### config.mk
export PLATFORM = sky130hd
export DESIGN_NAME = mem_arbiter_flat
export DESIGN_NICKNAME = d
export VERILOG_FILES = /design/src/rtl/mem_arbiter_if.sv /design/src/rtl/mem_arbiter.sv /design/src/flat_wrapper.sv
export SDC_FILE = /design/constraint.sdc
export NUM_CORES = 1
export LEC_CHECK = 0
export CAP_MARGIN = 15
export CORE_MARGIN = 2
export CORE_UTILIZATION = 45
export CTS_BUF_LIST = sky130_fd_sc_hd__clkbuf_4 sky130_fd_sc_hd__clkbuf_8
export DETAILED_ROUTE_END_ITERATION = 10
export DONT_BUFFER_PORTS = 1
export GPL_TIMING_DRIVEN = 1
export PLACE_DENSITY = 0.56
export SYNTH_ARGS = -nofsm -noshare
export SYNTH_HDL_FRONTEND = slang
export SYNTH_SLANG_ARGS = --single-unit
### constraint.sdc
create_clock -name clk -period 2.1 [get_ports clk]
set_clock_uncertainty 0.2 [all_clocks]
set_input_delay 0.105 -clock clk [delete_from_list [all_inputs] [get_ports clk]]
set_output_delay 0.105 -clock clk [all_outputs]
set_load 0.02 [all_outputs]
### src/rtl/mem_arbiter_if.sv
// Bus between the two memory requesters, the arbiter and the single-port main memory.
// The arbiter uses the slave modport; requesters and the memory model use master.
interface mem_arbiter_if #(
    parameter int ADDR_WIDTH = 12,
    parameter int DATA_WIDTH = 12
);
    logic                  req_0, req_1;
    logic                  we_0, we_1;
    logic                  lock_0, lock_1;
    logic [ADDR_WIDTH-1:0] addr_0, addr_1;
    logic [DATA_WIDTH-1:0] wdata_0, wdata_1;
    logic                  gnt_0, gnt_1;
    logic                  rvalid_0, rvalid_1;
    logic [DATA_WIDTH-1:0] rdata;
    logic [ADDR_WIDTH-1:0] mem_addr;
    logic                  mem_write_enable;
    logic [DATA_WIDTH-1:0] mem_data_in;
    logic [DATA_WIDTH-1:0] mem_data_out;
    logic                  busy;

    modport slave (
        input  req_0, req_1, we_0, we_1, lock_0, lock_1,
        input  addr_0, addr_1, wdata_0, wdata_1, mem_data_out,
        output gnt_0, gnt_1, rvalid_0, rvalid_1, rdata,
        output mem_addr, mem_write_enable, mem_data_in, busy
    );

    modport master (
        output req_0, req_1, we_0, we_1, lock_0, lock_1,
        output addr_0, addr_1, wdata_0, wdata_1, mem_data_out,
        input  gnt_0, gnt_1, rvalid_0, rvalid_1, rdata,
        input  mem_addr, mem_write_enable, mem_data_in, busy
    );
endinterface

### src/rtl/mem_arbiter.sv
// Two-port round-robin arbiter for the single-port main memory, with a bounded
// burst lock so the current owner can finish a multi-word transfer.
module mem_arbiter #(
    parameter int ADDR_WIDTH = 12,
    parameter int DATA_WIDTH = 12,
    parameter int MAX_HOLD   = 4
) (
    input  logic         clk,
    input  logic         reset,
    mem_arbiter_if.slave bus
);
    localparam logic [3:0] HOLD_LIMIT = 4'(MAX_HOLD);

    logic       last_winner_q, last_winner_d;
    logic [3:0] hold_cnt_q, hold_cnt_d;
    logic       owner_locked_q, owner_locked_d;
    logic [1:0] rvalid_q, rvalid_d;

    logic gnt0, gnt1, lock_active;
    logic [ADDR_WIDTH-1:0] mem_addr_c;
    logic [DATA_WIDTH-1:0] mem_data_in_c;
    logic                  mem_we_c;

    function automatic logic [3:0] sat_inc(input logic [3:0] v);
        return (v == 4'hF) ? v : v + 4'd1;
    endfunction

    always_ff @(posedge clk) begin
        if (reset) begin
            last_winner_q  <= 1'b1;
            hold_cnt_q     <= 4'd0;
            owner_locked_q <= 1'b0;
            rvalid_q       <= 2'b00;
        end else begin
            last_winner_q  <= last_winner_d;
            hold_cnt_q     <= hold_cnt_d;
            owner_locked_q <= owner_locked_d;
            rvalid_q       <= rvalid_d;
        end
    end

    // Grant decision: a sole requester always wins; under contention the lock keeps the
    // previous winner only while its hold count is below the limit.
    always_comb begin
        gnt0        = 1'b0;
        gnt1        = 1'b0;
        lock_active = owner_locked_q && (hold_cnt_q < HOLD_LIMIT);
        if (!reset) begin
            if (bus.req_0 && bus.req_1) begin
                gnt1 = lock_active ? last_winner_q : ~last_winner_q;
                gnt0 = ~gnt1;
            end else begin
                gnt0 = bus.req_0;
                gnt1 = bus.req_1;
            end
        end
    end

    always_comb begin
        last_winner_d  = last_winner_q;
        hold_cnt_d     = 4'd0;
        owner_locked_d = 1'b0;
        rvalid_d       = {gnt1 & ~bus.we_1, gnt0 & ~bus.we_0};
        if (gnt0 || gnt1) begin
            last_winner_d  = gnt1;
            owner_locked_d = gnt1 ? bus.lock_1 : bus.lock_0;
            hold_cnt_d     = (gnt1 == last_winner_q) ? sat_inc(hold_cnt_q) : 4'd1;
        end
    end

    always_comb begin
        mem_addr_c    = '0;
        mem_data_in_c = '0;
        mem_we_c      = 1'b0;
        if (gnt0) begin
            mem_addr_c    = bus.addr_0;
            mem_data_in_c = bus.wdata_0;
            mem_we_c      = bus.we_0;
        end else if (gnt1) begin
            mem_addr_c    = bus.addr_1;
            mem_data_in_c = bus.wdata_1;
            mem_we_c      = bus.we_1;
        end
    end

    assign bus.gnt_0            = gnt0;
    assign bus.gnt_1            = gnt1;
    assign bus.busy             = gnt0 | gnt1;
    assign bus.mem_addr         = mem_addr_c;
    assign bus.mem_data_in      = mem_data_in_c;
    assign bus.mem_write_enable = mem_we_c;
    assign bus.rdata            = bus.mem_data_out;
    // A read in flight when reset rises is dropped, so its pulse is masked as well.
    assign bus.rvalid_0         = rvalid_q[0] & ~reset;
    assign bus.rvalid_1         = rvalid_q[1] & ~reset;
endmodule
### src/flat_wrapper.sv
// flat-port wrapper written by rule: the top's interface ports become plain ports
module mem_arbiter_flat 
#(
    parameter int ADDR_WIDTH = 12,
    parameter int DATA_WIDTH = 12,
    parameter int MAX_HOLD   = 4
)
  (clk, reset, bus_req_0, bus_req_1, bus_we_0, bus_we_1, bus_lock_0, bus_lock_1, bus_addr_0, bus_addr_1, bus_wdata_0, bus_wdata_1, bus_mem_data_out, bus_gnt_0, bus_gnt_1, bus_rvalid_0, bus_rvalid_1, bus_rdata, bus_mem_addr, bus_mem_write_enable, bus_mem_data_in, bus_busy);
  mem_arbiter_if #(.ADDR_WIDTH(ADDR_WIDTH), .DATA_WIDTH(DATA_WIDTH)) bus_i ();
  input  logic clk;
  input  logic reset;
  input wire logic [$bits(bus_i.req_0)-1:0] bus_req_0;
  input wire logic [$bits(bus_i.req_1)-1:0] bus_req_1;
  input wire logic [$bits(bus_i.we_0)-1:0] bus_we_0;
  input wire logic [$bits(bus_i.we_1)-1:0] bus_we_1;
  input wire logic [$bits(bus_i.lock_0)-1:0] bus_lock_0;
  input wire logic [$bits(bus_i.lock_1)-1:0] bus_lock_1;
  input wire logic [$bits(bus_i.addr_0)-1:0] bus_addr_0;
  input wire logic [$bits(bus_i.addr_1)-1:0] bus_addr_1;
  input wire logic [$bits(bus_i.wdata_0)-1:0] bus_wdata_0;
  input wire logic [$bits(bus_i.wdata_1)-1:0] bus_wdata_1;
  input wire logic [$bits(bus_i.mem_data_out)-1:0] bus_mem_data_out;
  output wire logic [$bits(bus_i.gnt_0)-1:0] bus_gnt_0;
  output wire logic [$bits(bus_i.gnt_1)-1:0] bus_gnt_1;
  output wire logic [$bits(bus_i.rvalid_0)-1:0] bus_rvalid_0;
  output wire logic [$bits(bus_i.rvalid_1)-1:0] bus_rvalid_1;
  output wire logic [$bits(bus_i.rdata)-1:0] bus_rdata;
  output wire logic [$bits(bus_i.mem_addr)-1:0] bus_mem_addr;
  output wire logic [$bits(bus_i.mem_write_enable)-1:0] bus_mem_write_enable;
  output wire logic [$bits(bus_i.mem_data_in)-1:0] bus_mem_data_in;
  output wire logic [$bits(bus_i.busy)-1:0] bus_busy;
  assign bus_i.req_0 = bus_req_0;
  assign bus_i.req_1 = bus_req_1;
  assign bus_i.we_0 = bus_we_0;
  assign bus_i.we_1 = bus_we_1;
  assign bus_i.lock_0 = bus_lock_0;
  assign bus_i.lock_1 = bus_lock_1;
  assign bus_i.addr_0 = bus_addr_0;
  assign bus_i.addr_1 = bus_addr_1;
  assign bus_i.wdata_0 = bus_wdata_0;
  assign bus_i.wdata_1 = bus_wdata_1;
  assign bus_i.mem_data_out = bus_mem_data_out;
  assign bus_gnt_0 = bus_i.gnt_0;
  assign bus_gnt_1 = bus_i.gnt_1;
  assign bus_rvalid_0 = bus_i.rvalid_0;
  assign bus_rvalid_1 = bus_i.rvalid_1;
  assign bus_rdata = bus_i.rdata;
  assign bus_mem_addr = bus_i.mem_addr;
  assign bus_mem_write_enable = bus_i.mem_write_enable;
  assign bus_mem_data_in = bus_i.mem_data_in;
  assign bus_busy = bus_i.busy;
  mem_arbiter #(.ADDR_WIDTH(ADDR_WIDTH), .DATA_WIDTH(DATA_WIDTH), .MAX_HOLD(MAX_HOLD)) u_core (.clk(clk), .reset(reset), .bus(bus_i));
endmodule
== Word level (Yosys, flattened, before mapping) ==
Index checks and enable logic that the tools add are counted.
Operators by class
  add/sub/neg operators: 1
  order comparisons: 1
  eq/ne operators: 3
  muxes and demuxes: 14
  bitwise operators: 12
  reduce and logical (&&, ||, !) cells: 5
Operator list (number)
  2-to-1 mux 12 bit: 4
  2-to-1 mux 1 bit: 10
  inverter 1 bit: 7
  adder 4 x 1 -> 4 bit (second input constant): 1
  AND 1 bit: 4
  == test 4 bit (second input constant): 1
  less-than comparator 4 x 3 -> 1 bit (second input constant): 1
  OR reduction 3 bit: 1
  logical AND 1 bit: 2
  inequality test 2 bit (second input constant): 1
  OR reduction 2 bit: 1
  == test 1 bit: 1
  logical OR 1 bit: 1
  OR 1 bit: 1
Word-level totals
  register bits after elaboration: 8
  bits of input ports: 68
  word-level logic and storage cells: 41

== Longest topological paths before layout ==
Gate-level depths: netlist (run 1).
  depth in word-level cells: 9
  gate-level depth with buffers: 6
  depth with buffers taken out: 5

== Worst setup path before layout (run 1) ==
OpenSTA, ideal clock, no wires.
  path type: register to output
  start: register u_core.hold_cnt_q[3]
  end: output port bus_mem_addr[10]
  arrival time: 1727 ps
  setup slack: 68 ps
  cell stages (with the launch flop): 6
  path buffers: 1
  cell sequence: dfxtp_1 > nor3b_4 > mux2i_4 > buf_6 > nand3_1 > a21oi_1
Between the ends
  longest elaborated chain between the ends: 7
Ends and longest elaborated chain
  start, declared: line mem_arbiter.sv:15  | logic [3:0] hold_cnt_q, hold_cnt_d;
  start signal, assigned: line mem_arbiter.sv:36  | hold_cnt_q <= hold_cnt_d;
  less-than comparator 4 x 3 -> 1 bit (*): line mem_arbiter.sv:47  | lock_active = owner_locked_q && (hold_cnt_q < HOLD_LIMIT);
  logical AND 1 bit (*): line mem_arbiter.sv:47
  2-to-1 mux 1 bit (*): line mem_arbiter.sv:50  | gnt1 = lock_active ? last_winner_q : ~last_winner_q;
  2-to-1 mux 1 bit or inverter 1 bit (tied branches): line mem_arbiter.sv:49, mem_arbiter.sv:51
  2-to-1 mux 1 bit, on equally long branches: line mem_arbiter.sv:48, mem_arbiter.sv:49
  2-to-1 mux 12 bit or 2-to-1 mux 1 bit (tied branches): line mem_arbiter.sv:79, mem_arbiter.sv:48
  2-to-1 mux 12 bit (*): line mem_arbiter.sv:75  | if (gnt0) begin
  end, declared: line flat_wrapper.sv:28  | output wire logic [$bits(bus_i.mem_addr)-1:0] bus_mem_addr;
Every way passes the cells marked *; elsewhere a longest branch is shown, timed or not.

== Worst setup path in the final report (run 1) ==
  start: register u_core.hold_cnt_q[3]
  end: output port bus_mem_addr[4]
The elaborated chain is that of the path after synthesis.

==> impl_metrics.tcl, run 1 <==
set metrics [dict create \
    dp_hpwl_um 2246 \
    cp_common_cell "buf_4" \
    cp_top_family "buffers and inverters" \
    synthCells 155 \
    place_congestion 0.7323 \
    drc 0 \
    hp-class "primary input to primary output" \
    grt_pass1_wl_um 5451 \
    path_cells "nor3b_4 > buf_4 > mux2i_4 > buf_6 > nand3_1 > a21oi_2 > buf_4" \
    maxSlewHeadroom_pct 67.57 \
    clock-sinks 8 \
    nets 247 \
    tightestPinTransition_ns 0.4847 \
    leakage_nw 0.5701 \
    irDropWorstVdd_mv 0.2589 \
    cts_buffers 3 \
    synth-seq-cells 8 \
    fin_ws_ns -0.07333 \
    grt_pass1_vias 1224 \
    arrival_ns 1.87 \
    die-area_mm2 0.002720 \
    cpPeakStageDelay_ns 0.35 \
    critPathLaunchType "flop" \
    ys_types 26 \
    total_power_mw 0.6125 \
    grt_max_degree 31 \
    h-tree-depth 1 \
    post-route-period-util_pct 103.5 \
    hold_viol_final 0 \
    cts_buffer_depth 2 \
    drive_gt1_share_pct 48.30 \
    clock.fmax_mhz 460.1 \
    syn_to_final_growth_pct 43.53 \
    cts_root_buffer "clkbuf_4" \
    startpoint "u_core.hold_cnt_q[3]$_SDFFE_PP0P_" \
    rrSetupSlack_ns 0.30 \
    clkTransAtPathRegs_ns 0.06 \
    layout_common_cells "nand3_1 (37), buf_4 (26), a21oi_2 (19)" \
    antenna_found_initial 0 \
    firstDrtPassIters 6 \
    ant_nets 0 \
    die_h_um 52.16 \
    syn_area_mm2 0.001044 \
    clk_latency_ns 0.26 \
    via_count 1253 \
    drt-vias-per-instance 6.142 \
    final_common_cell "nand3_1" \
    r2r-start "u_core.hold_cnt_q[3]$_SDFFE_PP0P_" \
    start_util_pct 47.17 \
    grtUsageTotal_pct 26.65 \
    tritoncts "done" \
    core-area_mm2 0.002212 \
    fin_util_pct 67.70 \
    synth_nets 224 \
    overflow 0 \
    powerDensity_mw_per_mm2 409.0 \
    endpoint_kind "primary output" \
    io_pins 110 \
    wl_um 3637 \
    worstPathMaxFanout 16 \
    ys_seq_area_share_pct 15.35 \
    finalSetupViolCount 25 \
    antenna_cells 0 \
    drt_iter0_drc 21 \
    chipWidth_um 52.16 \
    slew_viol_final 0 \
    rsz0062_at_grt "yes" \
    violations "setup timing" \
    port_buffers 0 \
    status "finished, violations left" \
    crit_required_ns 1.79 \
    syn_avg_cell_area_um2 6.732 \
    num_rows 17 \
    path_class "flop to primary output" \
    hp-start "bus_mem_data_out[11]" \
    slowest_stage "dfxtp_4" \
    critPathBufInv 3 \
    cap_violations 0 \
    period_needed_ns 2.173 \
    wl_per_cell_um 17.83 \
    yosys_warnings 0 \
]
-- what timing repair did --
| action | CTS | global route |
|---|---|---|
| buffers inserted | 6 | 1 |
| resized for setup | 40 | 12 |
| pin swaps | 10 | 14 |
| setup endpoints to repair | 27 | 27 |
| endpoints found under the hold margin | 8 | 0 |
| gates cloned | 2 | 0 |
| hold buffers | 7 | 0 |
-- cell usage after synthesis, drive strengths merged --
library cell  instances  area share (%)
ha                    1             1.2
buf                  17              14
nor3b                 2             2.5
nor2b                 4             2.4
nand3                54              28
clkbuf               10             3.6
mux2i                 3             5.3
nor4                  1            0.60
or3b                  1            0.84
a22oi                 1            0.72
o21ai                 1            0.48
dfxtp                 8              15
and2                  2             1.2
nor3                  4             1.9
o21bai                1            0.72
nand3b                2             1.4
nand2                 7             2.5
a21oi                28              13
xor2                  1            0.84
a31oi                 1            0.60
a21boi                2             1.4
nor2                  4             1.4
-- routing by layer --
layer | up-vias | global-route usage (%) | share of wire, %
li1 | 589 | - | -
met1 | 580 | 29.37 | 36
met2 | 64 | 48.52 | 54
met3 | 20 | 3.161 | 6.2
met4 | 0 | 15.38 | 3.2
met5 | - | 0 | 0
-- logic make-up after synthesis --
kind of cell | Yosys count | synth area share, %
AND/OR/NAND/NOR | 81 | 42.69
AO/OA/AOI/OAI | 34 | 17.39
buffers and inverters | 27 | 17.27
flip-flops | 8 | 15.35
multiplexers | 3 | 5.276
XOR/XNOR | 1 | 0.8395
adder cells (fa/ha/maj) | 1 | 1.199
-- report_power, final --
part / leakage [nW] / internal, mW / switching (mW)
logic: 0.489 / 0.156 / 0.171
clock network: 0.0138 / 0.0656 / 0.0557
registers: 0.0672 / 0.158 / 0.00658
-- path summary, 6_finish.rpt --
check / to / cells past startpoint
max: bus_mem_addr[4] / 7
min: bus_rdata[11] / 0
max reg2reg: u_core.owner_locked_q$_SDFF_PP0_ / 7
min reg2reg: u_core.hold_cnt_q[3]$_SDFFE_PP0P_ / 2
-- through the flow --
step	TNS (ns)	cell area [µm²]	cells	hold WS (ns)	worst slack, ns
3_3_place_gp	0	1144	187	-0.02361	0.1704
6_report	-0.9859	1498	204	0.01003	-0.07333
5_1_grt	-3.298	1498	204	0.01004	-0.1564
3_5_place_dp	0	1144	187	-0.01570	0.07684
4_1_cts	-0.6360	1491	205	0.01025	-0.05066
2_1_floorplan	0	1044	155	-0.01821	0.06822
-- registers in the layout, summed over array words and instances (netlist names) --
name,count
u_core.owner_locked_q,1
u_core.rvalid_q,2
u_core.last_winner_q,1
u_core.hold_cnt_q,4
-- layout make-up --
type                    instances  area, µm²
multi-input cells             120      857.1
fillers                       189      714.4
repair buffers                 45      416.7
flip-flops and latches          8      166.4
well taps                      28      35.03
clock buffers                   3      22.52
Power figures use the tool's default switching activity.
==> run 2, diff against run 1 <==
--- a/config.mk
+++ b/config.mk
@@ -6,13 +6,15 @@
 export NUM_CORES = 1
 export LEC_CHECK = 0
 export CAP_MARGIN = 15
+export CELL_PAD_IN_SITES_DETAIL_PLACEMENT = 1
+export CELL_PAD_IN_SITES_GLOBAL_PLACEMENT = 2
 export CORE_MARGIN = 2
-export CORE_UTILIZATION = 45
+export CORE_UTILIZATION = 28
 export CTS_BUF_LIST = sky130_fd_sc_hd__clkbuf_4 sky130_fd_sc_hd__clkbuf_8
 export DETAILED_ROUTE_END_ITERATION = 10
 export DONT_BUFFER_PORTS = 1
 export GPL_TIMING_DRIVEN = 1
-export PLACE_DENSITY = 0.56
+export PLACE_DENSITY = 0.76
 export SYNTH_ARGS = -nofsm -noshare
 export SYNTH_HDL_FRONTEND = slang
 export SYNTH_SLANG_ARGS = --single-unit
==> run 2 against run 1 <==
The flow still finishes with violations (setup timing). Routed wire length up 27%. Combinational power rose by 13%. Final cell count increased by 11%.
==> impl_metrics.tcl, run 2 (same netlist as run 1, synthesis figures left out) <==
set metrics [dict create \
    status "finished, violations left" \
    violations "setup timing" \
    clk_latency_ns 0.22 \
    cp_common_cell "buf_6" \
    core-area_mm2 0.003633 \
    finalSetupViolCount 26 \
    nets 249 \
    reg_top3 "u_core.hold_cnt_q: 4 flops, u_core.rvalid_q: 2 flops" \
    path_cells "nor3b_4 > buf_6 > mux2i_4 > buf_12 > nand3_1 > a21oi_4 > buf_6" \
    io_pins 110 \
    wl_um 4619 \
    setup_tns_ns -1.019 \
    irDropWorstVdd_mv 0.2766 \
    p_sw_share_pct 35.91 \
    grt_max_degree 32 \
    via_count 1281 \
    wl_per_cell_um 20.44 \
    die_h_um 65.05 \
    powerDensity_mw_per_mm2 428.1 \
    r2r_cells 7 \
    ant_nets 0 \
    clockPowerShare_pct 25.0 \
    post-route-period-util_pct 104.9 \
    worstPathMaxFanout 14 \
    grtUsageTotal_pct 18.84 \
    p_switching_mw 0.2565 \
    cts_root_buffer "clkbuf_8" \
    final_common_cell "nand3_1" \
    antenna_cells 0 \
    rrSetupSlack_ns 0.25 \
    tightestPinTransition_ns 0.4574 \
    overflow 0 \
    critPathBufInv 3 \
    antenna_found_initial 0 \
    cts_buffer_depth 2 \
    largest_reg_flops 4 \
    leakage_nw 0.6131 \
    drive_gt1_share_pct 54.49 \
    die-area_mm2 0.004231 \
    start_util_pct 28.72 \
    fin_ws_ns -0.1024 \
    slowest_stage "dfxtp_4" \
    firstDrtPassIters 4 \
    port_buffers 0 \
    hold_path_depth 2 \
    cpPeakStageDelay_ns 0.34 \
    regMostFlops "u_core.hold_cnt_q" \
    hp-start "reset" \
    place_congestion 0.7934 \
    num_rows 22 \
    drt-vias-per-instance 5.668 \
    r2r-start "u_core.hold_cnt_q[2]$_SDFFE_PP0P_" \
    cp_top_family "buffers and inverters" \
    cts_buffers 3 \
    layout_common_cells "nand3_1 (33), a21oi_2 (21), buf_4 (20)" \
    dp_hpwl_um 2484 \
    path_class "flop to primary output" \
    seqPwrFrac_pct 23.2 \
    chipWidth_um 65.05 \
    crit_required_ns 1.79 \
    clock-sinks 8 \
    maxSlewHeadroom_pct 69.40 \
    cap_violations 0 \
    drc 0 \
    pwr-share-comb_pct 51.8 \
    clkTransAtPathRegs_ns 0.04 \
    drt_iter0_drc 44 \
    endpoint_kind "primary output" \
    syn_to_final_growth_pct 59.95 \
    h-tree-depth 1 \
    fin_cells 226 \
    hold_viol_final 0 \
    grt_pass1_vias 1298 \
    clock.fmax_mhz 454.0 \
    rsz0062_at_grt "yes" \
    internal-power_mw 0.4579 \
    tritoncts "done" \
    dpl_worst_slack_ns 0.05616 \
    reg2reg_to "u_core.owner_locked_q$_SDFF_PP0_" \
    slew_viol_final 0 \
    hold_end "u_core.hold_cnt_q[0]$_SDFFE_PP0P_" \
    critPathLaunchType "flop" \
    arrival_ns 1.90 \
    period_needed_ns 2.202 \
    placed_cells 206 \
    grt_pass1_wl_um 6341 \
    hp-class "primary input to flop" \
]
[run 2: cell count changes in the layout (fill, tap and decap cells not counted), sizes merged]
cell,previous run,this run
buf,38,39
clkbuf,3,4
[run 2: repair_timing]
item,CTS,global route
endpoints found under the setup margin,27,27
pin swaps,32,8
setup buffers,5,1
endpoints found under the hold margin,8,0
hold buffers,7,0
resized for setup,37,37
gates cloned,2,2
[run 2: worst max path at each step]
| stage | start | slack (ns) | cells past startpoint | end |
|---|---|---|---|---|
| global placement | u_core.hold_cnt_q[2]$_SDFFE_PP0P_ | 0.12 | 6 | bus_mem_data_in[10] |
| global route | u_core.hold_cnt_q[2]$_SDFFE_PP0P_ | -0.18 | 7 | bus_mem_write_enable |
| finish | u_core.hold_cnt_q[2]$_SDFFE_PP0P_ | -0.10 | 7 | bus_mem_write_enable |
| detailed placement | u_core.hold_cnt_q[2]$_SDFFE_PP0P_ | 0.06 | 6 | bus_mem_data_in[2] |
| floorplan | u_core.hold_cnt_q[3]$_SDFFE_PP0P_ | 0.07 | 5 | bus_mem_addr[10] |
| CTS | u_core.hold_cnt_q[2]$_SDFFE_PP0P_ | -0.02 | 7 | bus_mem_addr[7] |
[run 2: worst reg2reg max path, cell delays in order (launching register included)]
cell and delay, ns:
dfxtp_4 0.34, nor3b_4 0.20, buf_6 0.16, mux2i_4 0.35, buf_6 0.20, buf_4 0.12, nand3_1 0.07, a21oi_1 0.14
[run 2: through the flow]
| step | utilization (%) | instance area [µm²] | hold WS [ns] | power (mW) |
|---|---|---|---|---|
| 2_1_floorplan | - | 1044 | -0.01821 | 0.3998 |
| 3_3_place_gp | 31.96 | 1161 | -0.02048 | 0.4086 |
| 3_5_place_dp | 31.96 | 1161 | -0.01979 | 0.4181 |
| 4_1_cts | 40.32 | 1465 | 0.0007272 | 0.6558 |
| 5_1_grt | 45.94 | 1669 | 0.01003 | 0.7483 |
| 6_report | 45.94 | 1669 | 0.009193 | 0.7145 |
[run 2: power by group through the flow]
stage	combinational [mW]	sequential [mW]	clock (mW)
3_3_place_gp	0.241	0.168	0
2_1_floorplan	0.233	0.167	0
6_report	0.370	0.165	0.179
5_1_grt	0.392	0.166	0.190
3_5_place_dp	0.249	0.169	0
4_1_cts	0.310	0.165	0.181
[run 2: layout make-up]
cell class | count | area [µm²]
Multi-Input combinational cell | 120 | 934.6
Tap cell | 48 | 60.06
Sequential cell | 8 | 165.2
Timing Repair Buffer | 47 | 467.9
Clock buffer | 3 | 41.29
Fill cell | 444 | 1964
[run 2: metal layers]
layer	global-route usage (%)	routed length, µm	vias to the layer above
met5	0	0	-
met2	34.92	2487	53
met3	2.431	278	10
met1	22.27	1757	623
li1	-	-	595
met4	5.990	96	0
==> run 3, diff against run 2 <==
==> constraint.sdc (replaced) <==
create_clock -name clk -period 2.39 [get_ports clk]
set_clock_uncertainty 0.2 [all_clocks]
set_input_delay 0.1195 -clock clk [delete_from_list [all_inputs] [get_ports clk]]
set_output_delay 0.1195 -clock clk [all_outputs]
set_load 0.02 [all_outputs]
==> run 3 against run 2 <==
The flow now finishes without violations. Sequential share of layout area is 2.5 points higher. Design area fell by 22%. Count of clock-buffer cells in the layout unchanged. Critical endpoint is now u_core.owner_locked_q$_SDFF_PP0_. Hold slack better by 0.030 ns.
==> impl_metrics.tcl, run 3 (same netlist as run 1, synthesis figures left out) <==
set metrics [dict create \
    h-tree-depth 1 \
    cap_violations 0 \
    die-area_mm2 0.004231 \
    p_sw_share_pct 34.78 \
    r2r_cells 7 \
    drive_gt1_share_pct 26.32 \
    hp-class "primary input to primary output" \
    setup_tns_ns 0 \
    dp_hpwl_um 2539 \
    via_count 1237 \
    endpoint_kind "flop" \
    cts_buffer_depth 2 \
    powerDensity_mw_per_mm2 421.2 \
    hold_path_depth 0 \
    finalSetupViolCount 0 \
    cp_common_cell "buf_4" \
    reg_top3 "u_core.hold_cnt_q: 4 flops, u_core.rvalid_q: 2 flops" \
    firstDrtPassIters 4 \
    overflow 0 \
    crit_cells 7 \
    clock-sinks 8 \
    drc 0 \
    clkTransAtPathRegs_ns 0.04 \
    num_rows 22 \
    pwr-share-comb_pct 43.3 \
    tritoncts "done" \
    syn_to_final_growth_pct 24.10 \
    cts_root_buffer "clkbuf_8" \
    drt_iter0_drc 51 \
    core-area_mm2 0.003633 \
    slew_viol_final 0 \
    cts_buffers 3 \
    fill_cells 480 \
    maxSlewHeadroom_pct 70.83 \
    place_congestion 0.7030 \
    cpPeakStageDelay_ns 0.55 \
    clockPowerShare_pct 29.9 \
    start_util_pct 28.72 \
    critPathBufInv 3 \
    grt_pass1_vias 1270 \
    arrival_ns 2.24 \
    io_pins 110 \
    layout_common_cells "nand3_1 (50), buf_4 (32), a21oi_1 (28)" \
    rsz0062_at_grt "no" \
    rrSetupSlack_ns 0.12 \
    whs_ns 0.03901 \
    drt-vias-per-instance 5.648 \
    slowest_stage "dlygate4sd3_1" \
    tightestPinTransition_ns 0.4360 \
    wl_um 3749 \
    regMostFlops "u_core.hold_cnt_q" \
    grtUsageTotal_pct 17.94 \
    status "completed" \
    crit_required_ns 2.36 \
    ant_nets 0 \
    path_class "flop to flop" \
    clock.fmax_mhz 441.4 \
    irDropWorstVdd_mv 0.1272 \
    clk_latency_ns 0.23 \
    antenna_cells 0 \
    hold_viol_final 0 \
    seqPwrFrac_pct 26.8 \
    cp_top_family "buffers and inverters" \
    path_cells "nor3b_4 > buf_4 > mux2i_4 > buf_4 > nand3_1 > a21oi_1 > dlygate4sd3_1" \
    critPathLaunchType "flop" \
    p_switching_mw 0.1897 \
    nets 242 \
    chipWidth_um 65.05 \
    grt_max_degree 33 \
    wl_per_cell_um 17.12 \
    die_h_um 65.05 \
    antenna_found_initial 0 \
    post-route-period-util_pct 94.79 \
    internal-power_mw 0.3557 \
    port_buffers 0 \
    final_common_cell "nand3_1" \
    period_needed_ns 2.265 \
    leakage_nw 0.5191 \
    grt_pass1_wl_um 5989 \
    worstPathMaxFanout 12 \
    largest_reg_flops 4 \
]
## run 3: changes by cell type in the layout (fill, tap and decap cells not counted), sizes merged
cell,delta
clkbuf,-1
buf,-6
## run 3: final timing paths
check                                                       start                                 to
worst max register to register  u_core.hold_cnt_q[2]$_SDFFE_PP0P_   u_core.owner_locked_q$_SDFF_PP0_
worst min register to register  u_core.hold_cnt_q[1]$_SDFFE_PP0P_  u_core.hold_cnt_q[1]$_SDFFE_PP0P_
worst max-delay path            u_core.hold_cnt_q[2]$_SDFFE_PP0P_   u_core.owner_locked_q$_SDFF_PP0_
worst min-delay path                         bus_mem_data_out[11]                      bus_rdata[11]
## run 3: power groups by stage
stage,Combinational [mW],Sequential [mW],Clock [mW]
floorplan,0.205,0.146,0
global placement,0.210,0.148,0
detailed placement,0.217,0.148,0
CTS,0.230,0.146,0.165
global route,0.256,0.147,0.176
finish,0.236,0.146,0.163
## run 3: stage by stage
step | cells | util, % | worst slack (ns) | power, mW | instance area [µm²]
after CTS | 217 | 34.88 | 0.03763 | 0.5417 | 1267
after floorplan | 155 | - | 0.3437 | 0.3513 | 1044
after detailed placement | 207 | 31.82 | 0.3311 | 0.3655 | 1156
final | 219 | 35.64 | 0.1246 | 0.5454 | 1295
after global routing | 219 | 35.64 | 0.01678 | 0.5795 | 1295
after global placement | 207 | 31.82 | 0.4366 | 0.3575 | 1156
## run 3: cell type report
class                   count  area, µm²  share of cell area (%)
well taps                  48      60.06                   4.638
flip-flops and latches      8      160.2                   12.37
multi-input cells         120      708.2                   54.69
repair buffers             40      325.3                   25.12
clock buffers               3      41.29                   3.188
## run 3: what timing repair did
action	in CTS	in global routing
resized for setup	0	3
setup buffers	0	2
setup endpoints to repair	0	17
hold buffers	7	0
endpoints found under the hold margin	8	0
## run 3: layer usage
| layer | GRT usage, % | vias up | routed length, µm |
|---|---|---|---|
| met1 | 21.03 | 605 | 1448 |
| met3 | 3.299 | 6 | 224 |
| met2 | 33.12 | 49 | 2040 |
| li1 | - | 577 | - |
| met5 | 0 | - | 0 |
| met4 | 4.948 | 0 | 35 |
